### src/rtl/gemm_tile_dma_if.sv
// -----------------------------------------------------------------------------
// gemm_tile_dma_if
//   Bundles the three data paths of the GEMM tile DMA:
//     - memory port   : mem_en, mem_rdwr (1=write), mem_control (byte count),
//                       mem_addr, mem_wr_data, mem_rd_data (1-cycle latency)
//     - load stream   : ld_valid, ld_ready, ld_data, ld_last
//     - store stream  : st_valid, st_ready, st_data
//   master = the DMA engine, slave = memory plus stream endpoints.
// -----------------------------------------------------------------------------
interface gemm_tile_dma_if #(
  parameter int NUM_RAMS = 16,
  parameter int D_WID    = 8,
  parameter int CNT_W    = 5
);
  localparam int ROW_W = NUM_RAMS * D_WID;

  logic             mem_en;
  logic             mem_rdwr;
  logic [CNT_W-1:0] mem_control;
  logic [31:0]      mem_addr;
  logic [ROW_W-1:0] mem_wr_data;
  logic [ROW_W-1:0] mem_rd_data;

  logic             ld_valid;
  logic             ld_ready;
  logic [ROW_W-1:0] ld_data;
  logic             ld_last;

  logic             st_valid;
  logic             st_ready;
  logic [ROW_W-1:0] st_data;

  modport master (
    output mem_en, mem_rdwr, mem_control, mem_addr, mem_wr_data,
    input  mem_rd_data,
    output ld_valid, ld_data, ld_last,
    input  ld_ready,
    input  st_valid, st_data,
    output st_ready
  );

  modport slave (
    input  mem_en, mem_rdwr, mem_control, mem_addr, mem_wr_data,
    output mem_rd_data,
    input  ld_valid, ld_data, ld_last,
    output ld_ready,
    output st_valid, st_data,
    input  st_ready
  );
endinterface

### src/rtl/gemm_tile_dma.sv
// -----------------------------------------------------------------------------
// gemm_tile_dma
//   Moves a 2-D tile (up to 16 rows x 16 bytes) between the banked GEMM memory
//   and the systolic datapath.
//   LOAD : strided row reads -> 2-entry FIFO -> ld_* valid/ready stream.
//   STORE: st_* valid/ready stream -> strided row writes (combinational path).
// Ports
//   clk, rst_n        clock, asynchronous active-low reset
//   start             launch pulse, honoured in IDLE only
//   dir               0 = LOAD, 1 = STORE (latched at start)
//   base_addr, stride byte address of row 0 and row pitch (latched at start)
//   num_rows          rows to move, 0..16 (latched at start)
//   row_bytes         valid bytes per row, clamped to NUM_RAMS (latched)
//   busy, done        busy in LOAD/STORE; one-cycle done pulse in FIN
//   bus               memory port and both streams (gemm_tile_dma_if.master)
// -----------------------------------------------------------------------------
module gemm_tile_dma #(
  parameter int NUM_RAMS = 16,
  parameter int D_WID    = 8,
  parameter int CNT_W    = 5
) (
  input  logic             clk,
  input  logic             rst_n,
  input  logic             start,
  input  logic             dir,
  input  logic [31:0]      base_addr,
  input  logic [31:0]      stride,
  input  logic [CNT_W-1:0] num_rows,
  input  logic [CNT_W-1:0] row_bytes,
  output logic             busy,
  output logic             done,
  gemm_tile_dma_if.master  bus
);
  localparam int ROW_W = NUM_RAMS * D_WID;

  typedef enum logic [1:0] {S_IDLE, S_LOAD, S_STORE, S_FIN} state_t;

  state_t           state_q, state_d;

  logic [CNT_W-1:0] n_q;          // rows in this transfer
  logic [CNT_W-1:0] ctrl_q;       // clamped byte count
  logic [31:0]      addr_q;       // address of the next row to issue
  logic [31:0]      stride_q;
  logic [CNT_W-1:0] issued_q;     // reads issued (LOAD) or rows accepted (STORE)
  logic [CNT_W-1:0] popped_q;     // rows handed to the load consumer
  logic             inflight_q;   // read issued last cycle, data arrives now

  logic [ROW_W-1:0] fifo_q [2];
  logic             wr_ptr_q, rd_ptr_q;
  logic [1:0]       occ_q;

  logic [CNT_W-1:0] rb_clamped;
  logic [CNT_W-1:0] last_idx;
  logic [1:0]       committed;
  logic             pop, issue_rd, accept;

  assign rb_clamped      = (row_bytes > CNT_W'(NUM_RAMS)) ? CNT_W'(NUM_RAMS) : row_bytes;
  assign last_idx        = n_q - CNT_W'(1);
  assign bus.mem_addr    = addr_q;
  assign bus.mem_control = ctrl_q;

  // NOTE: every state-holding block uses non-blocking (<=) assignments so all
  // registers update together from pre-edge values, independent of block order.
  always_ff @(posedge clk or negedge rst_n) begin
    if (!rst_n) state_q <= S_IDLE;
    else        state_q <= state_d;
  end

  // NOTE: every signal driven here gets a default first, so no path through the
  // case statement can leave one unassigned and infer a latch.
  always_comb begin
    state_d         = state_q;
    busy            = 1'b0;
    done            = 1'b0;
    pop             = 1'b0;
    issue_rd        = 1'b0;
    accept          = 1'b0;
    committed       = 2'd0;
    bus.mem_en      = 1'b0;
    bus.mem_rdwr    = 1'b0;
    bus.mem_wr_data = '0;
    bus.ld_valid    = 1'b0;
    bus.ld_data     = '0;
    bus.ld_last     = 1'b0;
    bus.st_ready    = 1'b0;

    case (state_q)
      S_IDLE: begin
        if (start) begin
          if (num_rows == '0) state_d = S_FIN;
          else                state_d = dir ? S_STORE : S_LOAD;
        end
      end

      S_LOAD: begin
        busy         = 1'b1;
        bus.ld_valid = (occ_q != 2'd0);
        bus.ld_data  = bus.ld_valid ? fifo_q[rd_ptr_q] : '0;
        bus.ld_last  = bus.ld_valid && (popped_q == last_idx);
        pop          = bus.ld_valid && bus.ld_ready;
        // Slots already spoken for once this cycle's pop leaves: buffered rows
        // plus the read whose data lands this cycle. Crediting the pop lets a
        // read issue every cycle while the consumer keeps up.
        committed    = occ_q - {1'b0, pop} + {1'b0, inflight_q};
        issue_rd     = (issued_q < n_q) && (committed < 2'd2);
        bus.mem_en   = issue_rd;
        if (pop && (popped_q == last_idx)) state_d = S_FIN;
      end

      S_STORE: begin
        busy            = 1'b1;
        bus.st_ready    = (issued_q < n_q);
        accept          = bus.st_ready && bus.st_valid;
        bus.mem_en      = accept;
        bus.mem_rdwr    = accept;
        bus.mem_wr_data = accept ? bus.st_data : '0;
        if (accept && (issued_q == last_idx)) state_d = S_FIN;
      end

      S_FIN: begin
        done    = 1'b1;
        state_d = S_IDLE;
      end

      default: state_d = S_IDLE;
    endcase
  end

  always_ff @(posedge clk or negedge rst_n) begin
    if (!rst_n) begin
      n_q        <= '0;
      ctrl_q     <= '0;
      addr_q     <= '0;
      stride_q   <= '0;
      issued_q   <= '0;
      popped_q   <= '0;
      inflight_q <= 1'b0;
      wr_ptr_q   <= 1'b0;
      rd_ptr_q   <= 1'b0;
      occ_q      <= 2'd0;
    end else if (state_q == S_IDLE) begin
      if (start) begin
        n_q        <= num_rows;
        ctrl_q     <= rb_clamped;
        addr_q     <= base_addr;
        stride_q   <= stride;
        issued_q   <= '0;
        popped_q   <= '0;
        inflight_q <= 1'b0;
        wr_ptr_q   <= 1'b0;
        rd_ptr_q   <= 1'b0;
        occ_q      <= 2'd0;
      end
    end else begin
      if (bus.mem_en) begin
        addr_q   <= addr_q + stride_q;
        issued_q <= issued_q + CNT_W'(1);
      end
      inflight_q <= issue_rd;
      if (inflight_q) wr_ptr_q <= ~wr_ptr_q;
      if (pop) begin
        rd_ptr_q <= ~rd_ptr_q;
        popped_q <= popped_q + CNT_W'(1);
      end
      occ_q <= occ_q + {1'b0, inflight_q} - {1'b0, pop};
    end
  end

  // NOTE: the row storage has no reset; occupancy is reset instead and ld_data
  // is gated by ld_valid, so stale contents are never observable.
  always_ff @(posedge clk) begin
    if (inflight_q) fifo_q[wr_ptr_q] <= bus.mem_rd_data;
  end
endmodule

### src/flat_wrapper.sv
// flat-port wrapper written by rule: the top's interface ports become plain ports
module gemm_tile_dma_flat 
#(
  parameter int NUM_RAMS = 16,
  parameter int D_WID    = 8,
  parameter int CNT_W    = 5
)
  (clk, rst_n, start, dir, base_addr, stride, num_rows, row_bytes, busy, done, bus_mem_en, bus_mem_rdwr, bus_mem_control, bus_mem_addr, bus_mem_wr_data, bus_mem_rd_data, bus_ld_valid, bus_ld_data, bus_ld_last, bus_ld_ready, bus_st_valid, bus_st_data, bus_st_ready);
  gemm_tile_dma_if #(.NUM_RAMS(NUM_RAMS), .D_WID(D_WID), .CNT_W(CNT_W)) bus_i ();
  input  logic clk;
  input  logic rst_n;
  input  logic start;
  input  logic dir;
  input  logic [31:0] base_addr;
  input  logic [31:0] stride;
  input  logic [CNT_W-1:0] num_rows;
  input  logic [CNT_W-1:0] row_bytes;
  output logic busy;
  output logic done;
  output wire logic [$bits(bus_i.mem_en)-1:0] bus_mem_en;
  output wire logic [$bits(bus_i.mem_rdwr)-1:0] bus_mem_rdwr;
  output wire logic [$bits(bus_i.mem_control)-1:0] bus_mem_control;
  output wire logic [$bits(bus_i.mem_addr)-1:0] bus_mem_addr;
  output wire logic [$bits(bus_i.mem_wr_data)-1:0] bus_mem_wr_data;
  input wire logic [$bits(bus_i.mem_rd_data)-1:0] bus_mem_rd_data;
  output wire logic [$bits(bus_i.ld_valid)-1:0] bus_ld_valid;
  output wire logic [$bits(bus_i.ld_data)-1:0] bus_ld_data;
  output wire logic [$bits(bus_i.ld_last)-1:0] bus_ld_last;
  input wire logic [$bits(bus_i.ld_ready)-1:0] bus_ld_ready;
  input wire logic [$bits(bus_i.st_valid)-1:0] bus_st_valid;
  input wire logic [$bits(bus_i.st_data)-1:0] bus_st_data;
  output wire logic [$bits(bus_i.st_ready)-1:0] bus_st_ready;
  assign bus_mem_en = bus_i.mem_en;
  assign bus_mem_rdwr = bus_i.mem_rdwr;
  assign bus_mem_control = bus_i.mem_control;
  assign bus_mem_addr = bus_i.mem_addr;
  assign bus_mem_wr_data = bus_i.mem_wr_data;
  assign bus_i.mem_rd_data = bus_mem_rd_data;
  assign bus_ld_valid = bus_i.ld_valid;
  assign bus_ld_data = bus_i.ld_data;
  assign bus_ld_last = bus_i.ld_last;
  assign bus_i.ld_ready = bus_ld_ready;
  assign bus_i.st_valid = bus_st_valid;
  assign bus_i.st_data = bus_st_data;
  assign bus_st_ready = bus_i.st_ready;
  gemm_tile_dma #(.NUM_RAMS(NUM_RAMS), .D_WID(D_WID), .CNT_W(CNT_W)) u_core (.clk(clk), .rst_n(rst_n), .start(start), .dir(dir), .base_addr(base_addr), .stride(stride), .num_rows(num_rows), .row_bytes(row_bytes), .busy(busy), .done(done), .bus(bus_i));
endmodule
### config.mk
export PLATFORM = sky130hd
export DESIGN_NAME = gemm_tile_dma_flat
export DESIGN_NICKNAME = d
export VERILOG_FILES = /design/src/rtl/gemm_tile_dma_if.sv /design/src/rtl/gemm_tile_dma.sv /design/src/flat_wrapper.sv
export SDC_FILE = /design/constraint.sdc
export NUM_CORES = 1
export LEC_CHECK = 0
export CELL_PAD_IN_SITES_DETAIL_PLACEMENT = 1
export CELL_PAD_IN_SITES_GLOBAL_PLACEMENT = 2
export CORE_AREA = 2 2 249 251
export DETAILED_ROUTE_END_ITERATION = 8
export DIE_AREA = 0 0 251 253
export GPL_ROUTABILITY_DRIVEN = 0
export GPL_TIMING_DRIVEN = 1
export PLACE_DENSITY = 0.89
export REMOVE_ABC_BUFFERS = 1
export SYNTH_ARGS = -nofsm -noshare
export SYNTH_HDL_FRONTEND = slang
export SYNTH_SLANG_ARGS = --single-unit
### constraint.sdc
create_clock -name clk -period 14.62 [get_ports clk]
set_input_delay 1.462 -clock clk [delete_from_list [all_inputs] [get_ports clk]]
set_output_delay 1.462 -clock clk [all_outputs]
set_load 0.01 [all_outputs]
=== Word-level counts from Yosys, hierarchy flattened ===
Memories as Yosys holds them, arrays and structs flattened.
Cells that the tools add are included.
W data, S select, Z words.

* Flip-flop bits (word level): 91
* Output and inout port bits: 300
* Logic and storage cells: 89
* Input port bits: 336
* Memories kept: 1
* Bits in writable memories: 256

{| class="wikitable"
|+ Memory list
! name !! words !! bits a word !! read ports !! clocked after Yosys merged registers in !! write ports !! line !! source
|-
| u_core.fifo_q || 2 || 128 || 1 || 0 || 1 || gemm_tile_dma.sv:48 || <nowiki>logic [ROW_W-1:0] fifo_q [2];</nowiki>
|}

* Reductions and logical operators: 18
* $lt $le $gt $ge: 3
* Add/subtract/negate cells: 8
* Bitwise logic cells: 2
* Muxes and demuxes: 38
* Equality and inequality tests: 8

{| class="wikitable"
|+ Operators by type and width
! cell !! number
|-
| $mux W128 || 4
|-
| $mux W32 || 3
|-
| $add A32 B32 Y32 || 1
|-
| $mux W5 || 6
|-
| $mux W1 || 16
|-
| $mux W2 || 7
|-
| $add A5 B1 Y5 const B || 2
|-
| $eq A5 B5 Y1 || 2
|-
| $pmux W2 S4 || 1
|-
| $reduce_and A2 Y1 || 4
|-
| $reduce_bool A2 Y1 || 4
|-
| $logic_and A1 B1 Y1 || 6
|-
| $gt A5 B5 Y1 const B || 1
|-
| $logic_not A5 Y1 || 1
|-
| $lt A5 B5 Y1 || 1
|-
| $sub A5 B1 Y5 const B || 1
|-
| $add A2 B1 Y2 || 2
|-
| $eq A2 B2 Y1 const B || 2
|-
| $ne A2 B1 Y1 const B || 2
|-
| $sub A2 B1 Y2 || 2
|-
| $reduce_and A3 Y1 || 1
|-
| $eq A2 B1 Y1 const B || 1
|-
| $logic_not A2 Y1 || 1
|-
| $lt A2 B2 Y1 const B || 1
|-
| 4 further kinds || 5
|}

=== Longest topological paths before layout ===
Gate-level depths: netlist of run 1.

* Word-level depth: 9
* Gate-level depth with buffers: 14
* Gate-level depth less buffers: 13

=== Worst setup path before layout of run 1 ===
No wires, ideal clock.

* Kind: register to register
* Start: register u_core.inflight_q
* End: memory u_core.fifo_q[0][0] (netlist bit), enable pin
* Path buffers: 0
* Slack: 8229 ps
* Data arrival time: 5774 ps
* Stages on the path, launching flop included: 3
* Setup time: 617 ps
* Data required time: 14003 ps
* Path through: dfrtp_1 inv_1 nor2_1

* Word-level cells in the longest chain between the ends: 2

{| class="wikitable"
|+ Ends and longest elaborated chain
! element !! line !! source
|-
| from (decl) || gemm_tile_dma.sv:46 || <nowiki>logic inflight_q;</nowiki>
|-
| from (signal assigned) || gemm_tile_dma.sv:159 || <nowiki>inflight_q <= issue_rd;</nowiki>
|-
| $mux W1 || gemm_tile_dma.sv:172 || <nowiki>if (inflight_q) fifo_q[wr_ptr_q] <= bus.mem_rd_data;</nowiki>
|-
| $mux W1 (implied by the code) || gemm_tile_dma.sv:172 ||
|-
| to (decl) || gemm_tile_dma.sv:48 ||
|}

Every way passes these cells.

=== Worst setup path in the final report of run 1 ===
* Start: register u_core.rd_ptr_q
* End: output port bus_ld_data[23]

* Word-level cells in the longest chain between the ends: 3

{| class="wikitable"
|+ Ends and longest elaborated chain
! element !! line !! source
|-
| from (decl) || gemm_tile_dma.sv:49 || <nowiki>logic wr_ptr_q, rd_ptr_q;</nowiki>
|-
| from (signal assigned) || gemm_tile_dma.sv:162 || <nowiki>rd_ptr_q <= ~rd_ptr_q;</nowiki>
|-
| $mem_v2 Z2 W128 || -- ||
|-
| $mux W128 || gemm_tile_dma.sv:98 || <nowiki>bus.ld_data = bus.ld_valid ? fifo_q[rd_ptr_q] : '0;</nowiki>
|-
| $mux W128 || gemm_tile_dma.sv:87 || <nowiki>case (state_q)</nowiki>
|-
| to (decl) || flat_wrapper.sv:27 || <nowiki>output wire logic [$bits(bus_i.ld_data)-1:0] bus_ld_data;</nowiki>
|}

Every way passes these cells.

==> reports/qor.txt, run 1 <==
Placed Area - 0.0237 mm^2
CP startpoint kind - register
Commonest register cell after synthesis - edfxtp_1
Fin. Hold Viols - 0
Worst setup path end - bus_ld_data[23]
IO buf count - 635
Most frequent CP cell - buf_4
Worst min path class - reg -> reg
Via Count - 13400
Die height - 253 um
Dpl hpwl - 45000 um
Average size of a mapped cell - 11.7 um^2
Mapped cell area - 0.0165 mm^2
Crit path DAT - 4130 ps
Global Route Usage Sum - 18.6%
Final design utilization - 41.1%
XOR/XNOR Fraction of Synth Area - 2.28%
Initial core utilization - 27.1%
CP peak stage delay - 940 ps
Post-Layout Cell Count - 2855
Sequential area share after synthesis - 60.3%
Slew headroom - 24.7%
FMAX - 0.179 GHz
Static leakage - 9.35 nW
Crit path depth - 5
Slew @ Worst Pin - 1130 ps
Post-Place Worst Slack - 9160 ps
Yosys warns - 0
Layout cells sized above 1 - 4.57%
First-pass GRT wire length - 90600 um
Crit-path leading delay family - buffers and inverters
Synth Area in Adders - 3.68%
Power density cells - 186 mW/mm^2
Largest family of logic cells by synthesized area - simple AND/OR/NAND/NOR gates
Yosys top cell by area - edfxtp_1
Clk slew on worst S/H paths - 60 ps
Routed wire length - 61000 um
Setup Skew - 28.9 ps
Fin worst setup slack - 9030 ps
GRT overflow - 0
Initial antenna violation count - 14
Clock sink count - 347
Worst path required time - 13160 ps
CP max-delay cell - buf_4
#FFs+latches synth - 347
Crit Reg-Reg Startpoint - u_core.occ_q[1]
Setup bufs post-CTS - 0
Synth Area in Simple Gates - 14.9%
Critical path launch point - u_core.rd_ptr_q
Worst skew pair latency - 560 ps
Post-CTS sizing - 0
NumNets Final - 2410
Status - finished clean
Setup TNS - 0 ps
Synth area leaders - edfxtp_1 (47%), dfrtp_1 (14%), mux2i_1 (8.8%)
Final setup vio count - 0
Largest net degree at the start of global routing - 120
Die Area - 0.0635 mm^2
Worst path bufs/invs - 3
Root Buffer - clkbuf_16
Synth top area share - 46.6%
Top cells by count, synth - edfxtp_1 (256), nor2_1 (174), nand2_1 (156), mux2i_1 (145), and2_1 (133)
Final total power - 4.67 mW
Total number of H-tree levels - 2
R2R Path End - u_core.bus.mem_addr[26]
Detailed Route Iter0 Violations - 760
Core area - 0.0610 mm^2
Cts hold-fix bufs - 0
Final Slew Violations - 0
Unique masters post-synth - 63
Antenna Violating Nets Remaining - 0
Count leader, synth - edfxtp_1
Post-synthesis mux area share - 8.86%
Synth Area in Compound Gates - 7.45%
Hold_ws - 477 ps
Design Area, Final - 0.0251 mm^2
Critical-path cell list - buf_4 -> buf_4 -> mux2i_1 -> nor2_1 -> clkdlybuf4s50_1
Placed Cells - 2773
Crit Path Max Fanout - 61
Layout Area Growth over Synthesis - 51.9%
Vias in the first global route - 14400
R2R cell count - 13
Num CTS Buffers - 41
Vias per inst - 4.71
RSZ-0062 raised after global routing - no
Worst reg2reg setup slack - 10810 ps
1st-pass router iterations - 5
Row Count - 91
Crit Path Class - reg -> out
Hold_sp - u_core.stride_q[19]
Worst setup EP type - output port
Drt wl/cell - 21.4 um
Worst VDD drop - 0.0000926 V
Max cap viols - 0
Post-synth ARST share - 26.2%
Residual DRC - 0
Io pins - 636
CTS tree - built
CTS max path bufs - 3
Fin crit period - 5590 ps
Die Wd - 251 um
Cells after Synth - 1407
Final worst-path cycle share - 38.3%
Post-synth EDFFs - 256
routing by layer:
layer | track usage (%) | share of wire [%] | wire length (um)
met5 | 1.62 | 0.13 | 82
met2 | 31.3 | 48 | 29100
met4 | 4.13 | 1.8 | 1130
met1 | 23.0 | 42 | 25400
met3 | 6.47 | 8.7 | 5330
flip-flops by register name, summed over array words and instances, names as in the netlist, 5 cells and up:
| register | count |
|---|---|
| u_core.bus.mem_addr | 32 |
| u_core.n_q | 5 |
| u_core.issued_q | 5 |
| u_core.popped_q | 5 |
| u_core.bus.mem_control | 5 |
| u_core.fifo_q | 256 |
| u_core.stride_q | 32 |
cell usage in the layout, fill, tap and decap left out, types with 3 or more instances in the layout:
| cell type | count |
|---|---|
| diode_2 | 6 |
| nand2_1 | 156 |
| ha_1 | 47 |
| o31ai_1 | 5 |
| clkdlybuf4s50_1 | 634 |
| nor3_1 | 9 |
| nor2_1 | 173 |
| dfrtp_1 | 90 |
| buf_4 | 16 |
| clkbuf_16 | 41 |
| bufinv_16 | 5 |
| edfxtp_1 | 256 |
| o21ai_0 | 55 |
| inv_1 | 24 |
| clkinv_2 | 8 |
| a22oi_1 | 4 |
| a211oi_1 | 7 |
| a31oi_1 | 9 |
| clkbuf_8 | 3 |
| nand3_1 | 17 |
| and3_1 | 8 |
| a21oi_1 | 55 |
| o211ai_1 | 4 |
| and2_1 | 131 |
| o22ai_1 | 4 |
| clkbuf_1 | 6 |
| xnor2_1 | 23 |
| nand3b_1 | 6 |
| mux2i_1 | 145 |
| o21bai_1 | 4 |
| clkinv_1 | 7 |
| xor2_1 | 20 |
| a21o_1 | 24 |
| clkinvlp_4 | 3 |
| nand2b_1 | 3 |
| nor2b_1 | 3 |
| o21a_1 | 5 |
| nand4_1 | 6 |
how the worst min path moves through the flow:
stage | end | slack (ps) | depth (start not counted)
finish | u_core.stride_q[19] | 480 | 2
global route | u_core.stride_q[19] | 490 | 2
CTS | u_core.stride_q[19] | 480 | 2
detailed placement | u_core.bus.mem_control[2] | 460 | 2
global placement | u_core.bus.mem_control[1] | 450 | 2
floorplan | u_core.stride_q[0] | 450 | 2
final cells by class:
class / count / area [um^2]
clock buffers: 50 / 1090
fillers: 6610 / 36000
inverters: 25 / 93.8
diodes: 6 / 15.0
clock inverters: 26 / 302
repair buffers: 650 / 6470
well taps: 790 / 988
multi-input cells: 961 / 6150
flip-flops and latches: 347 / 9970
power breakdown:
| part | leakage [nW] | total [mW] | switching (mW) | internal (mW) |
|---|---|---|---|---|
| Clock | 0.672 | 1.05 | 0.426 | 0.624 |
| Combinational | 5.22 | 2.20 | 1.21 | 0.996 |
| Sequential | 3.45 | 1.42 | 0.152 | 1.26 |
| Total | 9.35 | 4.67 | 1.78 | 2.88 |
logic make-up after synthesis:
| family | after synthesis |
|---|---|
| fa+ha+maj | 48 |
| flops | 347 |
| buf+inv | 99 |
| compound gates | 198 |
| mux | 146 |
| xor+xnor | 43 |
| simple gates | 526 |
worst reg2reg max path, delay by kind of cell (launching register included):
family                     cells  cell delay, ps
buffers and inverters          2             350
and+or+nand+nor                8            2320
AOI/OAI and AO/OA              1             210
adders and majority gates      1             270
DFF                            1             460
xor gates and xnor gates       1             100
(Power assumes the default switching activity.)
==> run 2, diff against run 1 <==
--- a/config.mk
+++ b/config.mk
@@ -7,12 +7,12 @@
 export LEC_CHECK = 0
 export CELL_PAD_IN_SITES_DETAIL_PLACEMENT = 1
 export CELL_PAD_IN_SITES_GLOBAL_PLACEMENT = 2
-export CORE_AREA = 2 2 249 251
+export CORE_MARGIN = 2
+export CORE_UTILIZATION = 25
 export DETAILED_ROUTE_END_ITERATION = 8
-export DIE_AREA = 0 0 251 253
 export GPL_ROUTABILITY_DRIVEN = 0
 export GPL_TIMING_DRIVEN = 1
-export PLACE_DENSITY = 0.89
+export PLACE_DENSITY = 0.87
 export REMOVE_ABC_BUFFERS = 1
 export SYNTH_ARGS = -nofsm -noshare
 export SYNTH_HDL_FRONTEND = slang
==> constraint.sdc (replaced) <==
create_clock -name clk -period 4.9 [get_ports clk]
set_input_delay 0.49 -clock clk [delete_from_list [all_inputs] [get_ports clk]]
set_output_delay 0.49 -clock clk [all_outputs]
set_load 0.01 [all_outputs]
==> reports/qor.txt, run 2 (synthesis results as in run 1) <==
Worst VDD drop - 0.000252 V (was 0.0000926 V)
Global Route Usage Sum - 17.3% (was 18.6%)
Reg with most FFs - u_core.fifo_q (unchanged)
Max cap viols - 0 (unchanged)
Largest net degree at the start of global routing - 130 (was 120)
Internal cell power - 8.38 mW (was 2.88 mW)
Detailed Route Iter0 Violations - 822 (was 760)
Static leakage - 9.32 nW (was 9.35 nW)
CP max-delay cell - and3_4 (was buf_4)
Worst min path class - in -> reg (was reg -> reg)
Row Count - 94 (was 91)
Crit path DAT - 3840 ps (was 4130 ps)
Setup bufs post-CTS - 0 (unchanged)
Core area - 0.0656 mm^2 (was 0.0610 mm^2)
Psw - 5.31 mW (was 1.78 mW)
CTS max path bufs - 3 (unchanged)
Total number of H-tree levels - 2 (unchanged)
Most frequent cells in the layout - clkdlybuf4s50_1 (634), edfxtp_1 (256), nor2_1 (173) (unchanged)
FMAX - 0.231 GHz
Power density cells - 545 mW/mm^2 (was 186 mW/mm^2)
IO buf count - 635 (unchanged)
Post-CTS sizing - 0 (unchanged)
Clock share of power - 20.7% (was 22.5%)
Crit Path Max Fanout - 129 (was 61)
CP peak stage delay - 930 ps (was 940 ps)
Worst skew pair latency - 560 ps (about the same)
Root Buffer - clkbuf_16 (unchanged)
Fin. Hold Viols - 0 (unchanged)
1st-pass router iterations - 5 (unchanged)
Most frequent CP cell - nor2b_1 (was buf_4)
Initial core utilization - 25.2% (was 27.1%)
Setup Skew - 17.7 ps (was 28.9 ps)
Io pins - 636 (unchanged)
Final worst-path cycle share - 88.4%
Crit Path Class - reg -> out (unchanged)
Die Area - 0.0681 mm^2 (was 0.0635 mm^2)
Layout Area Growth over Synthesis - 52.1% (was 51.9%)
Seq pwr share - 31.2% (was 30.4%)
Critical-path cell list - ha_1 -> nor2b_1 -> o21ai_0 -> a21oi_1 -> nor2b_1 -> and3_4 -> and2_1 -> clkdlybuf4s50_1 (was buf_4 -> buf_4 -> mux2i_1 -> nor2_1 -> clkdlybuf4s50_1)
Dpl hpwl - 46000 um (was 45000 um)
Die height - 261 um (was 253 um)
Die Wd - 261 um (was 251 um)
Worst path required time - 4410 ps (was 13160 ps)
Final setup vio count - 0 (unchanged)
Routed wire length - 61600 um (was 61000 um)
Switch share - 38.8% (was 38.2%)
RSZ-0062 raised after global routing - no (unchanged)
Drt wl/cell - 21.0 um (was 21.4 um)
Largest register FFs - 256 (unchanged)
NumNets Final - 2415 (was 2410)
Most common cell after layout, fill and taps aside - clkdlybuf4s50_1 (unchanged)
CTS tree - built (unchanged)
Status - finished clean (unchanged)
Setup TNS - 0 ps (unchanged)
Clock sink count - 347 (unchanged)
Clk slew on worst S/H paths - 60 ps (about the same)
Initial antenna violation count - 14 (unchanged)
Vias in the first global route - 14200 (was 14400)
Cts hold-fix bufs - 1 (was 0)
Fin worst setup slack - 567 ps (was 9030 ps)
Slew headroom - 18.8% (was 24.7%)
Slew @ Worst Pin - 1220 ps (was 1130 ps)
Via Count - 13300 (was 13400)
GRT overflow - 0 (unchanged)
First-pass GRT wire length - 89500 um (was 90600 um)
Final total power - 13.7 mW (was 4.67 mW)
CP startpoint kind - register (unchanged)
Layout cells sized above 1 - 4.37% (was 4.57%)
Worst setup EP type - output port (unchanged)
Antenna Violating Nets Remaining - 0 (unchanged)
Gate power share - 48.1% (was 47.2%)
Num CTS Buffers - 41 (unchanged)
Vias per inst - 4.53 (was 4.71)
Residual DRC - 0 (unchanged)
Fin crit period - 4330 ps
Post-Place Worst Slack - 1180 ps (was 9160 ps)
Final Slew Violations - 0 (unchanged)
[run 2: changes by cell type in the layout (fill, tap and decap cells not counted), sizes merged]
cell / previous run / this run
diode: 6 / 4
buf: 16 / 20
dlygate4sd3: 0 / 1
inv: 25 / 26
clkinv: 18 / 20
bufinv: 5 / 0
clkinvlp: 3 / 1
[run 2: final timing paths]
path / startpoint / to / slack (ps) / cells after the start
setup / recovery: u_core.issued_q[1] / bus_mem_wr_data[13] / 570 / 8
hold / removal: stride[18] / u_core.stride_q[18] / 460 / 3
setup reg to reg: u_core.bus.mem_addr[0] / u_core.bus.mem_addr[26] / 1490 / 11
hold reg to reg: u_core.bus.mem_control[0] / u_core.bus.mem_control[0] / 480 / 2
max in group asynchronous: rst_n / u_core.stride_q[10] / 3350 / 3
min in group asynchronous: rst_n / u_core.bus.mem_control[1] / 530 / 2
[run 2: power by group through the flow]
stage / clock network, mW / logic (mW) / registers [mW]
finish: 2.84 / 6.59 / 4.27
detailed placement: 0 / 6.56 / 4.32
global route: 3.03 / 7.21 / 4.33
CTS: 2.92 / 6.63 / 4.27
floorplan: 0 / 3.91 / 4.37
global placement: 0 / 6.40 / 4.29
[run 2: cell type report]
cell class	count	area (um^2)
Tap cell	864	1080
Multi-Input combinational cell	961	6160
Antenna cell	4	10.0
Inverter	25	93.8
Fill cell	7112	40500
Clock buffer	50	1090
Sequential cell	347	9970
Clock inverter	22	154
Timing Repair Buffer	655	6560
[run 2: per-stage QoR]
stage | cells | hold slack [ps] | util [%] | cell area (um^2)
floorplan | 1333 | 194 | - | 16200
finish | 2928 | 462 | 38.3 | 25100
global route | 2925 | 436 | 38.3 | 25100
CTS | 2924 | 416 | 38.2 | 25100
global placement | 2851 | 455 | 36.3 | 23800
detailed placement | 2851 | 472 | 36.3 | 23800
[run 2: worst max-delay path: cells and delay by family, from the launching register on]
family          cells  cell delay, ps
compound gates      2             260
fa+ha+maj           1             320
buf+inv             1             570
flops               1             450
simple gates        4            1520
[run 2: per-layer routing]
| metal | wire length, um | up-vias | share of wire, % | GRT usage, % |
|---|---|---|---|---|
| li1 | - | 6219 | - | - |
| met1 | 25700 | 6432 | 42 | 22.0 |
| met2 | 29500 | 519 | 48 | 29.3 |
| met3 | 5010 | 77 | 8.1 | 4.58 |
| met4 | 1320 | 8 | 2.1 | 4.37 |
| met5 | 55 | - | 0.089 | 0 |
